==> src/rtl/ritc_multibuffer_address_generator.sv <==
// ---------------------------------------------------------------------------
// ritc_multibuffer_address_generator
//
// Write-side address generator for a multi-buffer sample store. A free-running
// ring address, stepped on every sync_i=1 edge, is concatenated with the
// current buffer index and sync_i to form the RAM write address. A small state
// machine moves through four states:
//   HOLDOFF  fills the pre-trigger history
//   ARMED    waits for a trigger
//   POST     records the programmable post-trigger length
//   FULL     stops writing while every buffer is occupied
// Each accepted trigger records its {ring,sync} address per buffer so that the
// readout knows where the event sits inside the ring.
//
// Ports
//   clk_i, reset_i    clock, asynchronous active-high reset
//   sync_i            sync phase, toggles every clock, write address LSB
//   trigger_i         trigger request pulse
//   clear_i           readout has finished with read_buffer_o
//   post_len_i        post-trigger length in sync periods minus 1
//   active_o          high while in POST
//   full_o            every buffer is occupied
//   trig_dropped_o    pulse: a trigger arrived outside ARMED
//   occupancy_o       number of filled, unread buffers
//   write_buffer_o    buffer currently being written
//   read_buffer_o     oldest filled buffer
//   read_trig_addr_o  recorded trigger address of read_buffer_o
//   write_addr_o      {write_buffer, ring, sync_i}
//   write_en_o        sample RAM write enable
// ---------------------------------------------------------------------------
module ritc_multibuffer_address_generator #(
    parameter int NBUF_BITS = 2,
    parameter int RING_BITS = 7
) (
    input  logic                           clk_i,
    input  logic                           reset_i,
    input  logic                           sync_i,
    input  logic                           trigger_i,
    input  logic                           clear_i,
    input  logic [RING_BITS-1:0]           post_len_i,
    output logic                           active_o,
    output logic                           full_o,
    output logic                           trig_dropped_o,
    output logic [NBUF_BITS:0]             occupancy_o,
    output logic [NBUF_BITS-1:0]           write_buffer_o,
    output logic [NBUF_BITS-1:0]           read_buffer_o,
    output logic [RING_BITS:0]             read_trig_addr_o,
    output logic [NBUF_BITS+RING_BITS:0]   write_addr_o,
    output logic                           write_en_o
);

    localparam int NBUF = 1 << NBUF_BITS;
    localparam logic [NBUF_BITS:0]   OCC_FULL = (NBUF_BITS+1)'(NBUF);
    localparam logic [RING_BITS-1:0] RING_MAX = '1;

    localparam logic [1:0] ST_ARMED   = 2'd0;
    localparam logic [1:0] ST_POST    = 2'd1;
    localparam logic [1:0] ST_HOLDOFF = 2'd2;
    localparam logic [1:0] ST_FULL    = 2'd3;

    logic [1:0]           state_q, state_d;
    logic [RING_BITS-1:0] ring_q, ring_d;
    logic [RING_BITS-1:0] cnt_q, cnt_d;
    logic [RING_BITS-1:0] hold_len_q, hold_len_d;
    logic [RING_BITS-1:0] post_len_q, post_len_d;
    logic [NBUF_BITS-1:0] write_buffer_q, write_buffer_d;
    logic [NBUF_BITS-1:0] read_buffer_q, read_buffer_d;
    logic [NBUF_BITS:0]   occupancy_q, occupancy_d;
    logic                 full_q, full_d;
    logic                 write_en_q, write_en_d;
    logic                 active_q, active_d;
    logic                 trig_dropped_q, trig_dropped_d;

    logic [RING_BITS-1:0] target;
    logic                 period_end;
    logic                 commit;
    logic                 clear_ok;
    logic                 taddr_we;

    logic [NBUF-1:0][RING_BITS:0] taddr_flat;

    always_comb begin
        state_d        = state_q;
        ring_d         = sync_i ? ring_q + 1'b1 : ring_q;
        cnt_d          = sync_i ? cnt_q + 1'b1 : cnt_q;
        hold_len_d     = hold_len_q;
        post_len_d     = post_len_q;
        write_buffer_d = write_buffer_q;
        read_buffer_d  = read_buffer_q;
        write_en_d     = write_en_q;
        commit         = 1'b0;
        taddr_we       = 1'b0;
        clear_ok       = clear_i && (occupancy_q != '0);

        target     = (state_q == ST_POST) ? post_len_q : hold_len_q;
        period_end = sync_i && (cnt_q == target);

        case (state_q)
            ST_ARMED: begin
                if (trigger_i) begin
                    state_d    = ST_POST;
                    post_len_d = post_len_i;
                    taddr_we   = 1'b1;
                    cnt_d      = '0;
                end
            end
            ST_POST: begin
                if (period_end) begin
                    commit = 1'b1;
                end
            end
            ST_HOLDOFF: begin
                if (period_end) begin
                    state_d = ST_ARMED;
                    cnt_d   = '0;
                end
            end
            default: begin
                // Resume only at a ring wrap so the refill starts at ring 0.
                if ((occupancy_q != OCC_FULL) && sync_i && (ring_q == RING_MAX)) begin
                    write_en_d = 1'b1;
                    state_d    = ST_HOLDOFF;
                    hold_len_d = '1;
                    cnt_d      = '0;
                end
            end
        endcase

        case ({commit, clear_ok})
            2'b10:   occupancy_d = occupancy_q + 1'b1;
            2'b01:   occupancy_d = occupancy_q - 1'b1;
            default: occupancy_d = occupancy_q;
        endcase

        if (commit) begin
            write_buffer_d = write_buffer_q + 1'b1;
            cnt_d          = '0;
            if (occupancy_d == OCC_FULL) begin
                state_d    = ST_FULL;
                write_en_d = 1'b0;
            end else begin
                // Pre-trigger holdoff tops the buffer up to one full ring.
                state_d    = ST_HOLDOFF;
                hold_len_d = ~post_len_q;
            end
        end

        if (clear_ok) begin
            read_buffer_d = read_buffer_q + 1'b1;
        end

        full_d         = (occupancy_d == OCC_FULL);
        active_d       = (state_d == ST_POST);
        trig_dropped_d = trigger_i && (state_q != ST_ARMED);
    end

    always_ff @(posedge clk_i or posedge reset_i) begin
        if (reset_i) begin
            state_q        <= ST_HOLDOFF;
            ring_q         <= '0;
            cnt_q          <= '0;
            hold_len_q     <= '1;
            post_len_q     <= '0;
            write_buffer_q <= '0;
            read_buffer_q  <= '0;
            occupancy_q    <= '0;
            full_q         <= 1'b0;
            write_en_q     <= 1'b1;
            active_q       <= 1'b0;
            trig_dropped_q <= 1'b0;
        end else begin
            state_q        <= state_d;
            ring_q         <= ring_d;
            cnt_q          <= cnt_d;
            hold_len_q     <= hold_len_d;
            post_len_q     <= post_len_d;
            write_buffer_q <= write_buffer_d;
            read_buffer_q  <= read_buffer_d;
            occupancy_q    <= occupancy_d;
            full_q         <= full_d;
            write_en_q     <= write_en_d;
            active_q       <= active_d;
            trig_dropped_q <= trig_dropped_d;
        end
    end

    // One trigger-address register per buffer; cleared by reset so the
    // readout never sees stale positions after a restart.
    genvar gi;
    generate
        for (gi = 0; gi < NBUF; gi++) begin : g_taddr
            logic [RING_BITS:0] entry_q;
            always_ff @(posedge clk_i or posedge reset_i) begin
                if (reset_i) begin
                    entry_q <= '0;
                end else if (taddr_we && (write_buffer_q == NBUF_BITS'(gi))) begin
                    entry_q <= {ring_q, sync_i};
                end
            end
            assign taddr_flat[gi] = entry_q;
        end
    endgenerate

    assign active_o         = active_q;
    assign full_o           = full_q;
    assign trig_dropped_o   = trig_dropped_q;
    assign occupancy_o      = occupancy_q;
    assign write_buffer_o   = write_buffer_q;
    assign read_buffer_o    = read_buffer_q;
    assign read_trig_addr_o = taddr_flat[read_buffer_q];
    assign write_addr_o     = {write_buffer_q, ring_q, sync_i};
    assign write_en_o       = write_en_q;

endmodule

==> config.mk <==
export PLATFORM = sky130hd
export DESIGN_NAME = ritc_multibuffer_address_generator
export DESIGN_NICKNAME = d
export VERILOG_FILES = /design/src/rtl/ritc_multibuffer_address_generator.sv
export SDC_FILE = /design/constraint.sdc
export NUM_CORES = 1
export LEC_CHECK = 0
export ABC_AREA = 1
export BUFFER_PORTS_ARGS = -buffer_cell sky130_fd_sc_hd__buf_2
export CAP_MARGIN = 10
export CORE_MARGIN = 2
export CORE_UTILIZATION = 33
export CTS_BUF_LIST = sky130_fd_sc_hd__clkbuf_4
export DETAILED_ROUTE_END_ITERATION = 6
export PLACE_DENSITY = 0.5
export SYNTH_ARGS = -nofsm -noshare
export SYNTH_HDL_FRONTEND = slang
export SYNTH_SLANG_ARGS = --single-unit
==> constraint.sdc <==
create_clock -name clk_i -period 5.51 [get_ports clk_i]
set_input_delay 0.2755 -clock clk_i [delete_from_list [all_inputs] [get_ports clk_i]]
set_output_delay 0.2755 -clock clk_i [all_outputs]
set_load 0.02 [all_outputs]
==> results.md, run 1 <==
- Tot Pwr: 2.36 mW
- Final Cell Area: 4030 um^2
- R2R cell count: 16
- Critical Path Fanout Max: 15
- DRT iter0 DRCs: between 100 and 150
- Seq/Total Area, Yosys: approximately half
- Post-CTS sizing: 0
- Setup tns final: 0 ps
- Drt total wl: ~8600 um
- Top-level I/O count: 41
- Gpl congestion: just under 0.8
- Stages on worst setup path: 16
- Slew HR: 37.4%
- CP required: 5840 ps
- Net Count, Synth: 471
- Ys flop type: dfrtp_1
- Clk_skew: 18.9 ps
- HP Class: input port to flop
- Avg Synthesized Cell Area: 8.02 um^2
- Max-cap viol count: 0
- Port Buffer Count: 40
- P&R area growth vs syn: 11.5%
- DIE WIDTH: roughly 110 um
- Unrepaired setup endpoints after global routing: false
- DIE AREA: 11800 um^2
- Diodes inserted: 0
- Initial cell density of the core: 33.7%
- Leak pwr: approximately 2.1 nW
- Min Hold Slack: slightly above 60 ps
- Sequential cell area: between 1500 and 2000 um^2
- Max H-tree Level: 3
- #FFs+latches synth: 73
- Setup violations, final: 0
- Post-DP HPWL: slightly above 6000 um
- Worst setup SP type: flop
- Commonest non-fill, non-tap cells in the layout: nand2_1 (123), dfrtp_1 (64), o21ai_0 (62), inv_1 (52)
- Buf/Inv on CP: 2
- Clock Tree Buf Depth: 2
- Ys Warns: 0
- Status: complete, no violations
- Share of layout cells above drive strength 1: 14.8%
- Layout net count: 507
- Syn Inst Count: about 450
- Initial antenna violation count: 0
- Die Ht: 109 um
- Hold path depth: 3
- Max Slew Vio Count: 0
- Global-route wire length before repair: 14200 um
- Drt wl/cell: 13.6 um
- # DRC: 0
- Synth async-reset ratio: 100%
- Vias per cell: between 4 and 5
- Fillers: 1182
- Commonest non-fill, non-tap cell in the layout: nand2_1
- CP endpoint kind: flop
- Mapped Area: 3620 um^2
- Yosys top cell area share: 44.3%
- CP peak stage delay: 610 ps
- Placed cell area: 3920 um^2
- Tot GR Track Use: 15.7%
- Initial DRT Pass Iterations: 4
- Slowest cell on crit path: dfrtp_1
- Top delay family on crit path: simple AND/OR/NAND/NOR gates
- Root Buffer: clkbuf_4
- Post-synth EDFFs: 0
- Total CTS buffers: 9
- Final hold violation count: 0
- Antenna Violating Nets Remaining: 0
- Clock-pin slew on the worst setup and hold paths: around 130 ps
- Footprint of the multi-input gates: between 1000 and 1500 um^2
- R2r startpoint: state_q[0]
- Crit Path Category: flop to flop
- Pwr/cell area: 586 nW/um^2
- Row count: 38
- Yosys top cell by area: dfrtp_1
- Fmax: about 0.29 GHz
- Most used cell, CP: nand2_1
- Clock period minus worst slack: 3510 ps
- Core area: 10700 um^2
- Clock Sinks: 73
- Setup Buffers After CTS: 0
- Via count: 2986
- GRT overflow: 0
- Worst vdd ir: ~200 uV
- Yosys cell types: 26
- Vias in the first global route: 2805
- Crit path from: state_q[0]
- Final cycle utilization of the critical path: 63.7%
- # hold bufs at CTS: 0
- Top post-synthesis cells by area: dfrtp_1 (44%), nand2_1 (13%), o21ai_0 (8.6%)
- Arrival time at the worst endpoint: 3830 ps
- CTS tree: yes
- Clk_lat worst skew: ~420 ps
- Tightest Pin Transition: roughly 940 ps
- Pin count of the biggest net entering global routing: 74
- Crit path cell chain: nand2_1, nand2_1, nand2_1, nand2_1, nand2_1, nor3_1, nand3_1, ha_1, inv_1, fa_1, o21ai_0, nor2_1, nand2_1, nand3_4, nand2_2, inv_1
- HP Start: post_len_i[0]
-- layer usage --
metal	up-vias	track usage [%]	routed length (um)
li1	1518	-	-
met1	1409	20.7	3980
met3	5	4.30	309
met5	-	0	0
met4	0	3.30	55
met2	54	25.9	4250
-- Yosys cell counts, types with 4 or more instances --
library cell    n
buf_4           4
dfstp_2         9
nand4_1        11
o21ai_0        62
o22ai_1         8
nor3_1          4
inv_1          53
nand2_1       123
clkbuf_1        9
ha_1            7
xor2_1          7
dfrtp_1        64
nand3_1        34
nor2_1         40
-- through the flow --
step,utilization (%),std cells,setup WS (ps)
4_1_cts,37.5,632,2030
2_1_floorplan,-,451,2680
6_report,37.5,632,2000
3_3_place_gp,36.4,616,2140
3_5_place_dp,36.4,616,2060
5_1_grt,37.5,632,1590
-- report_power, final --
part / internal [mW] / switching [mW] / total [mW] / leakage [nW]
clock network: 0.0985 / 0.201 / 0.299 / 0.0628
logic: 0.367 / 0.754 / 1.12 / 1.14
registers: 0.754 / 0.189 / 0.944 / 0.911
-- cell type report --
cell class | instances | area share, %
Inverter | 56 | 5.21
Tap cell | 140 | 4.34
Timing Repair Buffer | 41 | 5.15
Clock inverter | 6 | 1.05
Multi-Input combinational cell | 306 | 36.8
Clock buffer | 10 | 1.86
Sequential cell | 73 | 45.6
-- worst reg2reg max path, cell delays in order, from the launching register on --
cell and delay, ps:
dfrtp_1 610, nand2_1 310, nand2_1 160, nand2_1 60, nand2_1 70, nand2_1 50, nor3_1 280, nand3_1 230
ha_1 250, inv_1 90, fa_1 410, o21ai_0 240, nor2_1 80, nand2_1 280, nand3_4 160, nand2_2 90
inv_1 40
-- flip-flops by register name, summed over array words and instances (netlist names) --
register         cells
cnt_q                7
read_buffer_o        2
ring_q               7
write_buffer_o       2
hold_len_q           7
active_o             1
occupancy_o          3
g_taddr.entry_q     32
post_len_q           7
trig_dropped_o       1
write_en_o           1
state_q              2
full_o               1
-- path summary, 6_finish.rpt --
| path | endpoint | slack [ps] |
|---|---|---|
| min reg2reg | g_taddr[2].entry_q[7] | 500 |
| max in group asynchronous | g_taddr[2].entry_q[4] | 4770 |
| max | state_q[0] | 2000 |
| max reg2reg | state_q[0] | 2000 |
| min | post_len_q[0] | 60 |
| min in group asynchronous | post_len_q[3] | 100 |
-- cell families (layout without fill, tap and decap cells) --
logic type,count (synthesis),after routing,share of synthesized area (%)
AND/OR/NAND/NOR,217,217,25.6
adder cells (fa/ha/maj),8,8,2.97
buffers and inverters,72,113,8.16
AO/OA/AOI/OAI,73,73,10.5
XOR/XNOR,8,8,1.94
flip-flops,73,73,50.8
(Power assumes the default switching activity.)
==> run 2, diff against run 1 <==
ABC_AREA = 0   (was 1)
PLACE_DENSITY = 0.52   (was 0.5)
clock period = 3.2 ns   (was 5.51 ns; I/O delays follow)
==> results.md, run 2 <==
- Multiplexer area fraction after synthesis: 21.1% (+21 points)
- Yosys cell types: 44 (+69%)
- Max-cap viol count: 0 (unchanged)
- Simple-gate share of the synthesized area: 11.5% (-14 points)
- Ys Warns: 0 (unchanged)
- CTS tree: yes
- P&R area growth vs syn: 25.1%
- Syn Inst Count: 273 (-39%)
- Core area: 10400 um^2 (-3.1%)
- DIE WIDTH: 108 um (-0.69%)
- Met3 wire length: 221 um (-28%)
- CP endpoint kind: flop
- HP Start: clear_i
- Internal reg-to-reg setup slack: -340 ps (-2340 ps)
- #FFs+latches synth: 73 (unchanged)
- Clock-pin slew on the worst setup and hold paths: 130 ps (about the same)
- Ys flop type: dfrtp_1
- Via count: 2386 (-20%)
- Port Buffer Count: 40 (unchanged)
- Root Buffer: clkbuf_4
- Pwr/cell area: 952 nW/um^2 (+62%)
- Arrival time at the worst endpoint: 3890 ps (+60 ps)
- Total CTS buffers: 9 (unchanged)
- Clk_lat worst skew: 440 ps (+20 ps)
- Biggest register: g_taddr.entry_q
- Initial DRT Pass Iterations: 4 (unchanged)
- Synth Area in Adders: 3.02% (+0.043 points)
- Max Slew Vio Count: 0 (unchanged)
- Max FFs per register: 32 (unchanged)
- Critical Path Fanout Max: 8 (-7)
- Tightest Pin Transition: 976 ps (+36.1 ps)
- R2R cell count: 13 (-3)
- Clock Sinks: 73 (unchanged)
- DIE AREA: 11700 um^2 (-1.4%)
- Crit path from: state_q[1]
- Post-synth EDFFs: 0 (unchanged)
- Status: finished, violations left
- Crit path cell chain: nand2b_4, mux2i_1, o2111ai_2, nor4b_4, inv_2, ha_4, inv_2, fa_2, a32o_2, or4_4, nor4_4, buf_12, mux2i_1
- Combinational Power Share: 46.9% (-0.5 points)
- Fmax: 0.283 GHz (-0.78%)
- Final hold violation count: 0 (unchanged)
- Internal cell power: 2.61 mW (+110%)
- DRT iter0 DRCs: 104 (-28%)
- Min Hold Slack: 115 ps (+53.6 ps)
- Top-level I/O count: 41 (unchanged)
- Leak pwr: 2.05 nW (-2.8%)
- Slew HR: 34.9% (-2.5 points)
- Largest family of logic cells by synthesized area: multiplexers
- Clock Power Share: 13.2% (+0.5 points)
- Hold path depth: 3 (unchanged)
- Global-route wire length before repair: 12900 um (-8.9%)
- Synth async-reset ratio: 100% (unchanged)
- Clk_skew: 15.2 ps (-3.69 ps)
- Commonest non-fill, non-tap cells in the layout: dfrtp_1 (64), buf_4 (44), mux2_2 (42), buf_2 (40), nor2_1 (18)
- Final cycle utilization of the critical path: 110% (+47 points)
- Antenna Violating Nets Remaining: 0 (unchanged)
- Crit Path Category: flop to flop
- Gpl congestion: 0.809 (+3.5%)
- Failing checks: negative setup slack
- Unrepaired setup endpoints after global routing: true
- Share of layout cells above drive strength 1: 48.2% (+33 points)
- Max H-tree Level: 3 (unchanged)
- Die Ht: 108 um (-0.69%)
- Row count: 37 (-2.6%)
- Seq/Total Area, Yosys: 51.5% (+0.73 points)
- Pin count of the biggest net entering global routing: 46 (-38%)
- Part of the power in registers: 39.9% (about the same)
- HP Class: input port to flop
- Yosys top cell by area: dfrtp_1
- Net Sw Power: 1.64 mW (+43%)
- Tot Pwr: 4.25 mW (+80%)
- CP required: 3550 ps (-2290 ps)
- Net Count, Synth: 293 (-38%)
- Drt total wl: 7780 um (-9.4%)
- Vias in the first global route: 2390 (-15%)
- Top post-synthesis cells by area: dfrtp_1 (45%), mux2_2 (13%), dfstp_2 (6.6%)
- Setup violations, final: 8 (+8)
- Post-synthesis xor/xnor area fraction: 6.52% (+4.6 points)
- Slowest cell on crit path: dfstp_2
- Fillers: 982 (-17%)
- Synth Area in Compound Gates: 2.84% (-7.7 points)
- Commonest non-fill, non-tap cell in the layout: dfrtp_1
- Top-count cell post-synth: dfrtp_1
- Yosys top cell area share: 44.9% (+0.64 points)
- Mapped Area: 3570 um^2 (-1.4%)
- PnR worst setup slack: -335 ps (-2340 ps)
- Routed length on met2: 3590 um (-15%)
- GRT overflow: 0 (unchanged)
- Top Metal Used: met4
- Worst vdd ir: 328 uV (+64%)
- Initial cell density of the core: 34.2% (+0.57 points)
- Buf/Inv on CP: 3 (+1)
- Vias per cell: 4.75 (+0.60%)
- Commonest cells post-synth: dfrtp_1 (64), mux2_2 (42), nor2_1 (18), xnor2_1 (13), xor2_1 (11)
- Drt wl/cell: 15.5 um (+14%)
- Top delay family on crit path: simple AND/OR/NAND/NOR gates
- Tot GR Track Use: 14.9% (-0.78 points)
- CP peak stage delay: 560 ps (-50 ps)
- Clock period minus worst slack: 3540 ps (+27.7 ps)
- # DRC: 0 (unchanged)
- Initial antenna violation count: 1 (+1)
- Sw Share: 38.5% (-9.9 points)
- M1 WL: 3800 um (-4.6%)
- Setup tns final: -2480 ps (-2480 ps)
- Stages on worst setup path: 13 (-3)
- Post-DP HPWL: 5320 um (-12%)
- Worst setup SP type: flop
- Layout net count: 381 (-25%)
- Clock Tree Buf Depth: 2 (unchanged)
- Avg Synthesized Cell Area: 13.1 um^2 (+63%)
- R2r startpoint: state_q[1]
run 2: layer usage:
metal	vias up	GRT usage, %
met5	-	0
li1	1150	-
met2	35	22.7
met3	12	3.32
met4	0	6.32
met1	1189	20.5
run 2: stage by stage:
stage	cell area (um^2)	setup slack, ps	std cells	utilization [%]
2_1_floorplan	3610	-779	273	-
3_3_place_gp	4190	-377	472	40.3
3_5_place_dp	4190	-536	472	40.3
4_1_cts	4430	-439	498	42.5
5_1_grt	4460	-520	502	42.8
6_report	4460	-335	502	42.8
run 2: final timing paths:
check	to
worst min-delay path	read_buffer_o[0]
worst max register to register	hold_len_q[0]
max in group asynchronous	g_taddr[2].entry_q[4]
worst max-delay path	hold_len_q[0]
min in group asynchronous	cnt_q[3]
worst min register to register	hold_len_q[2]
run 2: power groups by stage:
stage,Combinational [mW],Sequential (mW),Clock (mW)
final,1.99,1.70,0.560
after global routing,2.18,1.77,0.621
after CTS,1.98,1.70,0.583
after detailed placement,1.96,1.72,0
after global placement,1.93,1.71,0
after floorplan,1.25,1.69,0
run 2: final cells by class:
type / instances / area (um^2) / area share (%)
diodes: 1 / 2.50 / 0.0561
clock buffers: 9 / 67.6 / 1.51
clock inverters: 6 / 60.1 / 1.35
inverters: 9 / 33.8 / 0.757
multi-input cells: 174 / 1650 / 37.0
flip-flops and latches: 73 / 1840 / 41.2
well taps: 136 / 170 / 3.81
repair buffers: 94 / 641 / 14.4
run 2: logic make-up (layout without fill, tap and decap cells):
kind of cell / after synthesis / after routing
DFF: 73 / 73
and+or+nand+nor: 69 / 69
muxes: 60 / 60
buffers and inverters: 26 / 118
xor gates and xnor gates: 25 / 25
AOI/OAI and AO/OA: 12 / 12
adders and majority gates: 8 / 8
other: 0 / 1
run 2: worst reg2reg max path, cell delays in order (launching register included):
cell	delay [ps]
dfstp_2	560
nand2b_4	160
mux2i_1	230
o2111ai_2	170
nor4b_4	340
inv_2	80
ha_4	160
inv_2	50
fa_2	430
a32o_2	270
or4_4	420
nor4_4	200
buf_12	180
mux2i_1	210
run 2: repair_timing:
action,4_1_cts,5_1_grt
setup buffers,2,3
endpoints found under the setup margin,8,8
hold endpoints to repair,43,0
hold buffers,9,0
gates resized for setup,0,3
pin swaps,3,1
==> run 3, diff against run 2 <==
CTS_BUF_LIST = unset   (was sky130_fd_sc_hd__clkbuf_4)
==> results.md, run 3 (synthesis gave the netlist of run 2 again) <==
- Pin count of the biggest net entering global routing: 46 (unchanged)
- DIE WIDTH: 108 um (unchanged)
- Min Hold Slack: 18.8 ps (-96.2 ps)
- Tightest Pin Transition: 949 ps (-26.2 ps)
- Final core utilization: 42.6% (-0.25 points)
- Slew HR: 36.6% (+1.8 points)
- Max H-tree Level: 3 (unchanged)
- Initial DRT Pass Iterations: 4 (unchanged)
- Biggest register: g_taddr.entry_q
- Final cycle utilization of the critical path: 110% (-0.26 points)
- Max FFs per register: 32 (unchanged)
- Drt wl/cell: 15.6 um (+0.43%)
- PnR worst setup slack: -327 ps (+8.21 ps)
- Root Buffer: clkbuf_8
- GRT overflow: 0 (unchanged)
- Leak pwr: 2.04 nW (-0.42%)
- CP endpoint kind: flop
- Gpl congestion: 0.809 (unchanged)
- Port Buffer Count: 40 (unchanged)
- Setup tns final: -2400 ps (+81.7 ps)
- Vias per cell: 4.77 (+0.36%)
- Row count: 37 (unchanged)
- Diodes inserted: 0 (-1)
- Max-cap viol count: 0 (unchanged)
- Share of layout cells above drive strength 1: 49.7% (+1.5 points)
- Clock period minus worst slack: 3530 ps (-8.21 ps)
- Setup violations, final: 8 (unchanged)
- Clock Sinks: 73 (unchanged)
- P&R area growth vs syn: 24.4%
- Critical Path Fanout Max: 8 (unchanged)
- Commonest non-fill, non-tap cells in the layout: dfrtp_1 (64), buf_4 (44), mux2_2 (42), buf_2 (40), nor2_1 (18)
- Global routing usage on met3: 2.23% (-1.1 points)
- Clock Tree Buf Depth: 2 (unchanged)
- DRT iter0 DRCs: 98 (-5.8%)
- Initial antenna violation count: 0 (-1)
- Status: finished, violations left
- Grt met1 use: 20.5% (about the same)
- Worst vdd ir: 337 uV (+2.5%)
- Arrival time at the worst endpoint: 3800 ps (-90 ps)
- Global route hottest layer: met2
- # DRC: 0 (unchanged)
- Layout net count: 372 (-2.4%)
- Final Cell Area: 4440 um^2 (-0.59%)
- Total CTS buffers: 9 (unchanged)
- Initial cell density of the core: 34.2% (unchanged)
- Clk_lat worst skew: 360 ps (-80 ps)
- Failing checks: negative setup slack
- Crit Path Category: flop to flop
- # hold bufs at CTS: 0 (-9)
- Via count: 2347 (-1.6%)
- DIE AREA: 11700 um^2 (unchanged)
- Final hold violation count: 0 (unchanged)
- CTS tree: yes
- Fmax: 0.284 GHz (+0.23%)
- Die Ht: 108 um (unchanged)
- Tot Pwr: 4.40 mW (+3.6%)
- Antenna Violating Nets Remaining: 0 (unchanged)
- Top-level I/O count: 41 (unchanged)
- Fillers: 978 (-0.41%)
- Placed cell area: 4190 um^2 (unchanged)
- HP Class: input port to asynchronous set/reset pin
- Worst setup SP type: flop
- Clock-pin slew on the worst setup and hold paths: 80 ps (-50 ps)
- Unrepaired setup endpoints after global routing: true
- Clk_skew: 12.7 ps (-2.52 ps)
- Max Slew Vio Count: 0 (unchanged)
- R2R cell count: 13 (unchanged)
- Core area: 10400 um^2 (unchanged)
- CP required: 3480 ps (-70 ps)
- Drt total wl: 7660 um (-1.6%)
- Global-route wire length before repair: 12800 um (-0.97%)
- Post-DP HPWL: 5320 um (unchanged)
- Tot GR Track Use: 14.8% (-0.10 points)
- Pwr/cell area: 991 nW/um^2 (+4.2%)
- Met2 Use GR: 22.4% (-0.36 points)
- Commonest non-fill, non-tap cell in the layout: dfrtp_1
- Vias in the first global route: 2341 (-2.1%)
==> run 3: cell count changes in the layout (fill, tap and decap cells not counted) <==
cell / previous run / this run
clkbuf_8: 0 / 10
clkbuf_4: 9 / 0
dlygate4sd3_1: 9 / 0
clkinv_1: 1 / 0
diode_2: 1 / 0
==> run 3: per-layer routing <==
layer / share of wire, % / vias up
li1: - / 1130
met1: 49 / 1171
met2: 46 / 35
met3: 2.7 / 11
met4: 2.5 / 0
met5: 0 / -
==> run 3: final timing paths <==
path                          startpoint                     to  slack (ps)
max                           state_q[1]          hold_len_q[0]        -330
min reg2reg                post_len_q[2]          hold_len_q[2]         480
max in group asynchronous        reset_i  g_taddr[2].entry_q[5]        2390
min                              reset_i               cnt_q[3]          20
min in group clk_i         post_len_i[4]          post_len_q[4]          40
max reg2reg                   state_q[1]          hold_len_q[0]        -330
==> run 3: critical path: stages, from the launching register on <==
cell	delay (ps)
dfstp_2	550
nand2b_4	160
mux2i_1	230
o2111ai_2	170
nor4b_4	350
inv_2	80
ha_4	160
inv_2	50
fa_2	430
a32o_2	260
or4_4	420
nor4_4	200
buf_12	180
mux2i_1	210
==> run 3: final cells by class <==
type | count | area (um^2) | share of cell area, %
clock buffers | 10 | 138 | 3.10
clock inverters | 5 | 56.3 | 1.27
inverters | 9 | 33.8 | 0.761
multi-input cells | 174 | 1650 | 37.2
flip-flops and latches | 73 | 1840 | 41.4
well taps | 136 | 170 | 3.84
repair buffers | 85 | 551 | 12.4
==> run 3: timing repair <==
action	4_1_cts	5_1_grt
endpoints found under the setup margin	8	8
pin swaps	3	1
gates resized for setup	0	3
buffers inserted	2	3
==> run 3: per-stage QoR <==
| stage | worst slack [ps] | std cells |
|---|---|---|
| floorplan | -779 | 273 |
| global placement | -377 | 472 |
| detailed placement | -536 | 472 |
| CTS | -423 | 489 |
| global route | -510 | 492 |
| finish | -327 | 492 |
==> run 3: power breakdown <==
group          internal, mW  switching [mW]
sequential             1.32           0.376
combinational          1.06           0.923
clock                 0.375           0.348
